`config.mk`:
```
export PLATFORM = sky130hd
export DESIGN_NAME = gs_dac_pwm
export DESIGN_NICKNAME = d
export VERILOG_FILES = /design/src/rtl/gs_dac_pwm.sv
export SDC_FILE = /design/constraint.sdc
export NUM_CORES = 1
export LEC_CHECK = 0
export BUFFER_PORTS_ARGS = -buffer_cell sky130_fd_sc_hd__buf_2
export CORE_MARGIN = 2
export CORE_UTILIZATION = 53
export CTS_CLUSTER_SIZE = 40
export DETAILED_ROUTE_END_ITERATION = 6
export GPL_ROUTABILITY_DRIVEN = 0
export GPL_TIMING_DRIVEN = 0
export PLACE_DENSITY = 0.7
export RECOVER_POWER = 100
export SLEW_MARGIN = 15
export SYNTH_ARGS = -nofsm -noshare
export SYNTH_HDL_FRONTEND = slang
export SYNTH_SLANG_ARGS = --single-unit
```
`constraint.sdc`:
```
create_clock -name clk32 -period 10.1 [get_ports clk32]
set_input_delay 2.02 -clock clk32 [delete_from_list [all_inputs] [get_ports clk32]]
set_output_delay 2.02 -clock clk32 [all_outputs]
set_load 0.01 [all_outputs]
```
`src/rtl/gs_dac_pwm.sv`:
```
`default_nettype none
// ============================================================================
// Module  : gs_dac_pwm
// Brief   : Multi-channel first-order delta-sigma DAC with volume PWM gating.
//           Define GS_DAC_SYNC_UPDATE_EN for shadowed, period-aligned updates.
// Revision: 1.0
// ============================================================================
module gs_dac_pwm #(
  parameter int CHANNELS = 4,
  parameter int DW       = 8,
  parameter int VW       = 6,
  parameter int VOL_STEP = 31,
  localparam int CW      = (CHANNELS > 1) ? $clog2(CHANNELS) : 1
) (
  input  logic                clk32,
  input  logic                rst,
  input  logic                en,
  input  logic                smp_we,
  input  logic [CW-1:0]       smp_ch,
  input  logic [DW-1:0]       smp_d,
  input  logic                vol_we,
  input  logic [CW-1:0]       vol_ch,
  input  logic [VW-1:0]       vol_d,
  output logic [CHANNELS-1:0] dac
);

  localparam logic [VW-1:0] VOL_INC  = VW'(VOL_STEP);
  localparam logic [VW-1:0] VOL_FULL = '1;

  logic [VW-1:0]       vol_cnt_q, vol_cnt_d;
  logic                mid_q;
  logic [CHANNELS-1:0] dac_q, dac_d;

  assign vol_cnt_d = vol_cnt_q + VOL_INC;
  assign dac       = dac_q;

`ifdef GS_DAC_SYNC_UPDATE_EN
  logic upd_boundary;
  assign upd_boundary = (vol_cnt_q == '0);
`endif

  always_ff @(posedge clk32 or posedge rst) begin
    if (rst) begin
      vol_cnt_q <= '0;
      mid_q     <= 1'b0;
      dac_q     <= '0;
    end else begin
      vol_cnt_q <= vol_cnt_d;
      mid_q     <= ~mid_q;
      dac_q     <= dac_d;
    end
  end

  for (genvar i = 0; i < CHANNELS; i++) begin : g_ch
    logic          smp_hit, vol_hit;
    logic [DW-2:0] new_mag;
    logic          sign_q;
    logic [DW-2:0] mag_q;
    logic [VW-1:0] vol_q;
    logic          vol_en_q, vol_en_d;
    logic [DW-1:0] acc_q, acc_d;

    assign smp_hit = smp_we && (smp_ch == CW'(i));
    assign vol_hit = vol_we && (vol_ch == CW'(i));
    // Offset-binary to sign/magnitude: negative codes are one's-complemented.
    assign new_mag = smp_d[DW-1] ? smp_d[DW-2:0] : ~smp_d[DW-2:0];

`ifdef GS_DAC_SYNC_UPDATE_EN
    logic          sh_sign_q;
    logic [DW-2:0] sh_mag_q;
    logic [VW-1:0] sh_vol_q;

    always_ff @(posedge clk32 or posedge rst) begin
      if (rst) begin
        sh_sign_q <= 1'b0;
        sh_mag_q  <= '0;
        sh_vol_q  <= '0;
        sign_q    <= 1'b0;
        mag_q     <= '0;
        vol_q     <= '0;
      end else begin
        if (smp_hit) begin
          sh_sign_q <= smp_d[DW-1];
          sh_mag_q  <= new_mag;
        end
        if (vol_hit) sh_vol_q <= vol_d;
        if (upd_boundary) begin
          sign_q <= sh_sign_q;
          mag_q  <= sh_mag_q;
          vol_q  <= sh_vol_q;
        end
      end
    end
`else
    always_ff @(posedge clk32 or posedge rst) begin
      if (rst) begin
        sign_q <= 1'b0;
        mag_q  <= '0;
        vol_q  <= '0;
      end else begin
        if (smp_hit) begin
          sign_q <= smp_d[DW-1];
          mag_q  <= new_mag;
        end
        if (vol_hit) vol_q <= vol_d;
      end
    end
`endif

    assign vol_en_d = (vol_cnt_q < vol_q) || (vol_q == VOL_FULL);

    // The carry lives for one cycle only; low bits are the phase residue.
    always_comb begin
      acc_d = {1'b0, acc_q[DW-2:0]};
      if (!en) begin
        acc_d = '0;
      end else if (vol_en_q) begin
        acc_d = {1'b0, acc_q[DW-2:0]} + {1'b0, mag_q};
      end
    end

    always_ff @(posedge clk32 or posedge rst) begin
      if (rst) begin
        vol_en_q <= 1'b0;
        acc_q    <= '0;
      end else begin
        vol_en_q <= vol_en_d;
        acc_q    <= acc_d;
      end
    end

    assign dac_d[i] = acc_q[DW-1] ? sign_q : mid_q;
  end

endmodule
`default_nettype wire

```
==> impl_results.md <==
* Run status: finished, violations left
* Failing checks: max-capacitance violations, max-slew violations
* Reg2reg start: g_ch[2].mag_q[0]$_DFFE_PP0P_
* Reg2Reg Depth at 6
* Async set or reset register ratio after synthesis at 100.0%
* Syn Std Cell Area at 5628 um2
* Total Wirelength at 11,630 um
* Number of diodes at 0
* Clk_skew at 0.01128 ns
* Clock Tree Buf Depth at 2
* Post-synthesis sequential element count at 103
* Root Driver: clkbuf_8
* Avg Inst Size Synth at 10.52 um2
* Worst vdd ir at 76.30 uV
* IO Pins at 27
* Postcts setup bufs at 0
* DIE AREA at 11,460 um2
* Leakage at 0.002982 uW
* CTS tree: done
* Hold Crit Endpoint: dac[1]$_DFF_PP0_
* Sink Count at 103
* # nets final at 649
* CP endpoint kind: flip-flop
* Sequential-to-total area share from yosys stat at 45.80%
* RSZ-0062 raised after global routing: false
* Share of cells above drive strength 1 at 10.21%
* Global Route Usage Sum at 22.65%
* Number of global-route vias before repair at 4,053
* Die W at 107.0 um
* EDFF count, synth at 0
* Hold Path Cell Cnt at 1
* Synthesis-to-layout area growth at 9.804%
* Initial antenna violation count at 0
* Setup violators final at 0
* Slew Viols, Final at 37
* Post-route antenna net violation count at 0
* Hpwl dp at 8381 um
* Via count at 4,070
* Worst hold path type: flip-flop to flip-flop
* Resized Gates After CTS at 0
* Die H at 107.0 um
* Critical Path Fanout Max at 10
* Drc violations at 0
* Final Hold Viols at 0
* CP Launch Type: primary input
* Gate Count Post-Synth at 535
* Arr. time, crit path at 3.67 ns
* Largest net degree at the start of global routing at 68
* CTS clk-pin slew, worst paths at 0.10 ns
* Relative slew slack at -14.65%
* Synth warnings at 0
* Total negative slack at 0 ns
* DR vias/cell at 5.700
* Synth cell count leaders: dfrtp_1, nand2_1, ha_1
* Global route overflow at 0
* Initial Util at 54.51%
* Critical path required time at 10.40 ns
* Post-route cell area at 6180 um2
* Top post-synthesis cells by area: dfrtp_1, ha_1, nand2_1
* Synth unique cells at 46
* Buffers added on ports at 26
* # rows at 37
* Yosys top cell by area: dfrtp_1
* Placed cell areas at 5961 um2
* Num CTS Buffers at 9
* Least-Margin Pin Slew at 1.710 ns
* Most frequent cell after synthesis: dfrtp_1
* Setup CP Type: primary input to flip-flop
* Syn nets at 611
* Min-delay src: g_ch[1].acc_q[7]$_DFF_PP0_
* Hold buffers post-CTS at 0
* Post-synth top area share at 45.80%
* Top FF cell, synth: dfrtp_1
* DR iter-0 viols at 199
* Worst skew pair latency at 0.38 ns
* H-tree depth at 3
* Max-cap violations at 1
* R2R Setup Slk at 8.16 ns
* R2r endpoint: g_ch[2].acc_q[6]$_DFFE_PP0P_
* DRT Pass-1 Iters at 4
* Final period utilization at 33.42%
* Core area at 10,320 um2
* Drt wl/cell at 16.29 um
* Global-route wire length before repair at 20,110 um
* Maximum clock rate at 296.3 MHz
* Tmin final at 3.375 ns
* Pwr dens at 199.0 nW/um2
layout make-up:
cell class / instances / area, um2
Multi-Input combinational cell: 386 / 2839
Clock buffer: 11 / 141.4
Sequential cell: 103 / 2577
Tap cell: 136 / 170.2
Inverter: 28 / 106.4
Clock inverter: 5 / 128.9
Buffer: 18 / 71.32
Fill cell: 864 / 4144
Timing Repair Buffer: 27 / 145.1
flip-flops by register name, indices dropped and copies added (netlist names):
register       count
g_ch.acc_q        32
vol_cnt_q          6
mid_q              1
dac                4
g_ch.mag_q        28
g_ch.sign_q        4
g_ch.vol_en_q      4
g_ch.vol_q        24
cell families after synthesis:
logic type	after synthesis	share of synthesized area, %
xor gates and xnor gates	15	2.334
adders and majority gates	53	12.32
DFF	103	45.80
buffers and inverters	46	3.557
muxes	33	6.447
and+or+nand+nor	166	15.61
AOI/OAI and AO/OA	119	13.94
cells in the final DEF, fill, tap and decap left out, types with 5 or more instances in the layout:
cell	instances
nor2_1	13
ha_1	49
xor2_1	9
nand2_1	71
and3_1	16
o211ai_1	10
nand4b_1	9
mux2_2	22
clkbuf_1	25
a221o_1	8
buf_2	19
o21ai_0	43
dfrtp_1	103
nand3_1	6
inv_1	27
nand3b_1	6
nand4_1	5
a21o_1	7
and4b_1	6
nor2b_1	16
a21oi_1	25
mux2i_1	10
xnor2_1	6
clkbuf_8	10
per-stage QoR:
step,total power (uW),hold slack [ns],std cells,util [%],setup slack (ns)
after floorplan,811.4,0.4053,535,-,5.376
after global placement,876.9,0.4351,697,57.42,4.239
after detailed placement,900.0,0.4403,698,57.74,6.786
after CTS,1242,0.4543,714,60.36,7.177
after global routing,1319,0.4793,714,59.86,6.557
final,1230,0.4515,714,59.86,6.725
critical path, cell delays in order:
cell and delay (ns):
clkbuf_1 0.33, clkbuf_1 0.43, clkbuf_1 0.51, o211ai_1 0.17
o21ai_0 0.21
worst max-delay path by stage:
stage | start | end | slack [ns]
after floorplan | rst | dac[0]$_DFF_PP0_ | 5.38
after global placement | rst | g_ch[3].mag_q[2]$_DFFE_PP0P_ | 4.24
after detailed placement | smp_d[7] | g_ch[3].mag_q[3]$_DFFE_PP0P_ | 6.79
after CTS | dac[1]$_DFF_PP0_ | dac[1] | 7.18
after global routing | en | g_ch[1].acc_q[3]$_DFFE_PP0P_ | 6.56
final | en | g_ch[1].acc_q[3]$_DFFE_PP0P_ | 6.72
power breakdown:
part | total (uW) | internal [uW] | switching (uW)
sequential | 542 | 489 | 52.6
clock | 339 | 197 | 142
combinational | 348 | 157 | 191
total | 1230 | 844 | 386
routing by layer:
layer	global-route usage, %	part of all wire, %	vias up
met1	32.25	48	1997
li1	-	-	2009
met2	35.35	47	49
met4	7.885	1.8	0
met3	3.465	3.0	15
met5	0	0	-
Power figures use the tool's default switching activity.
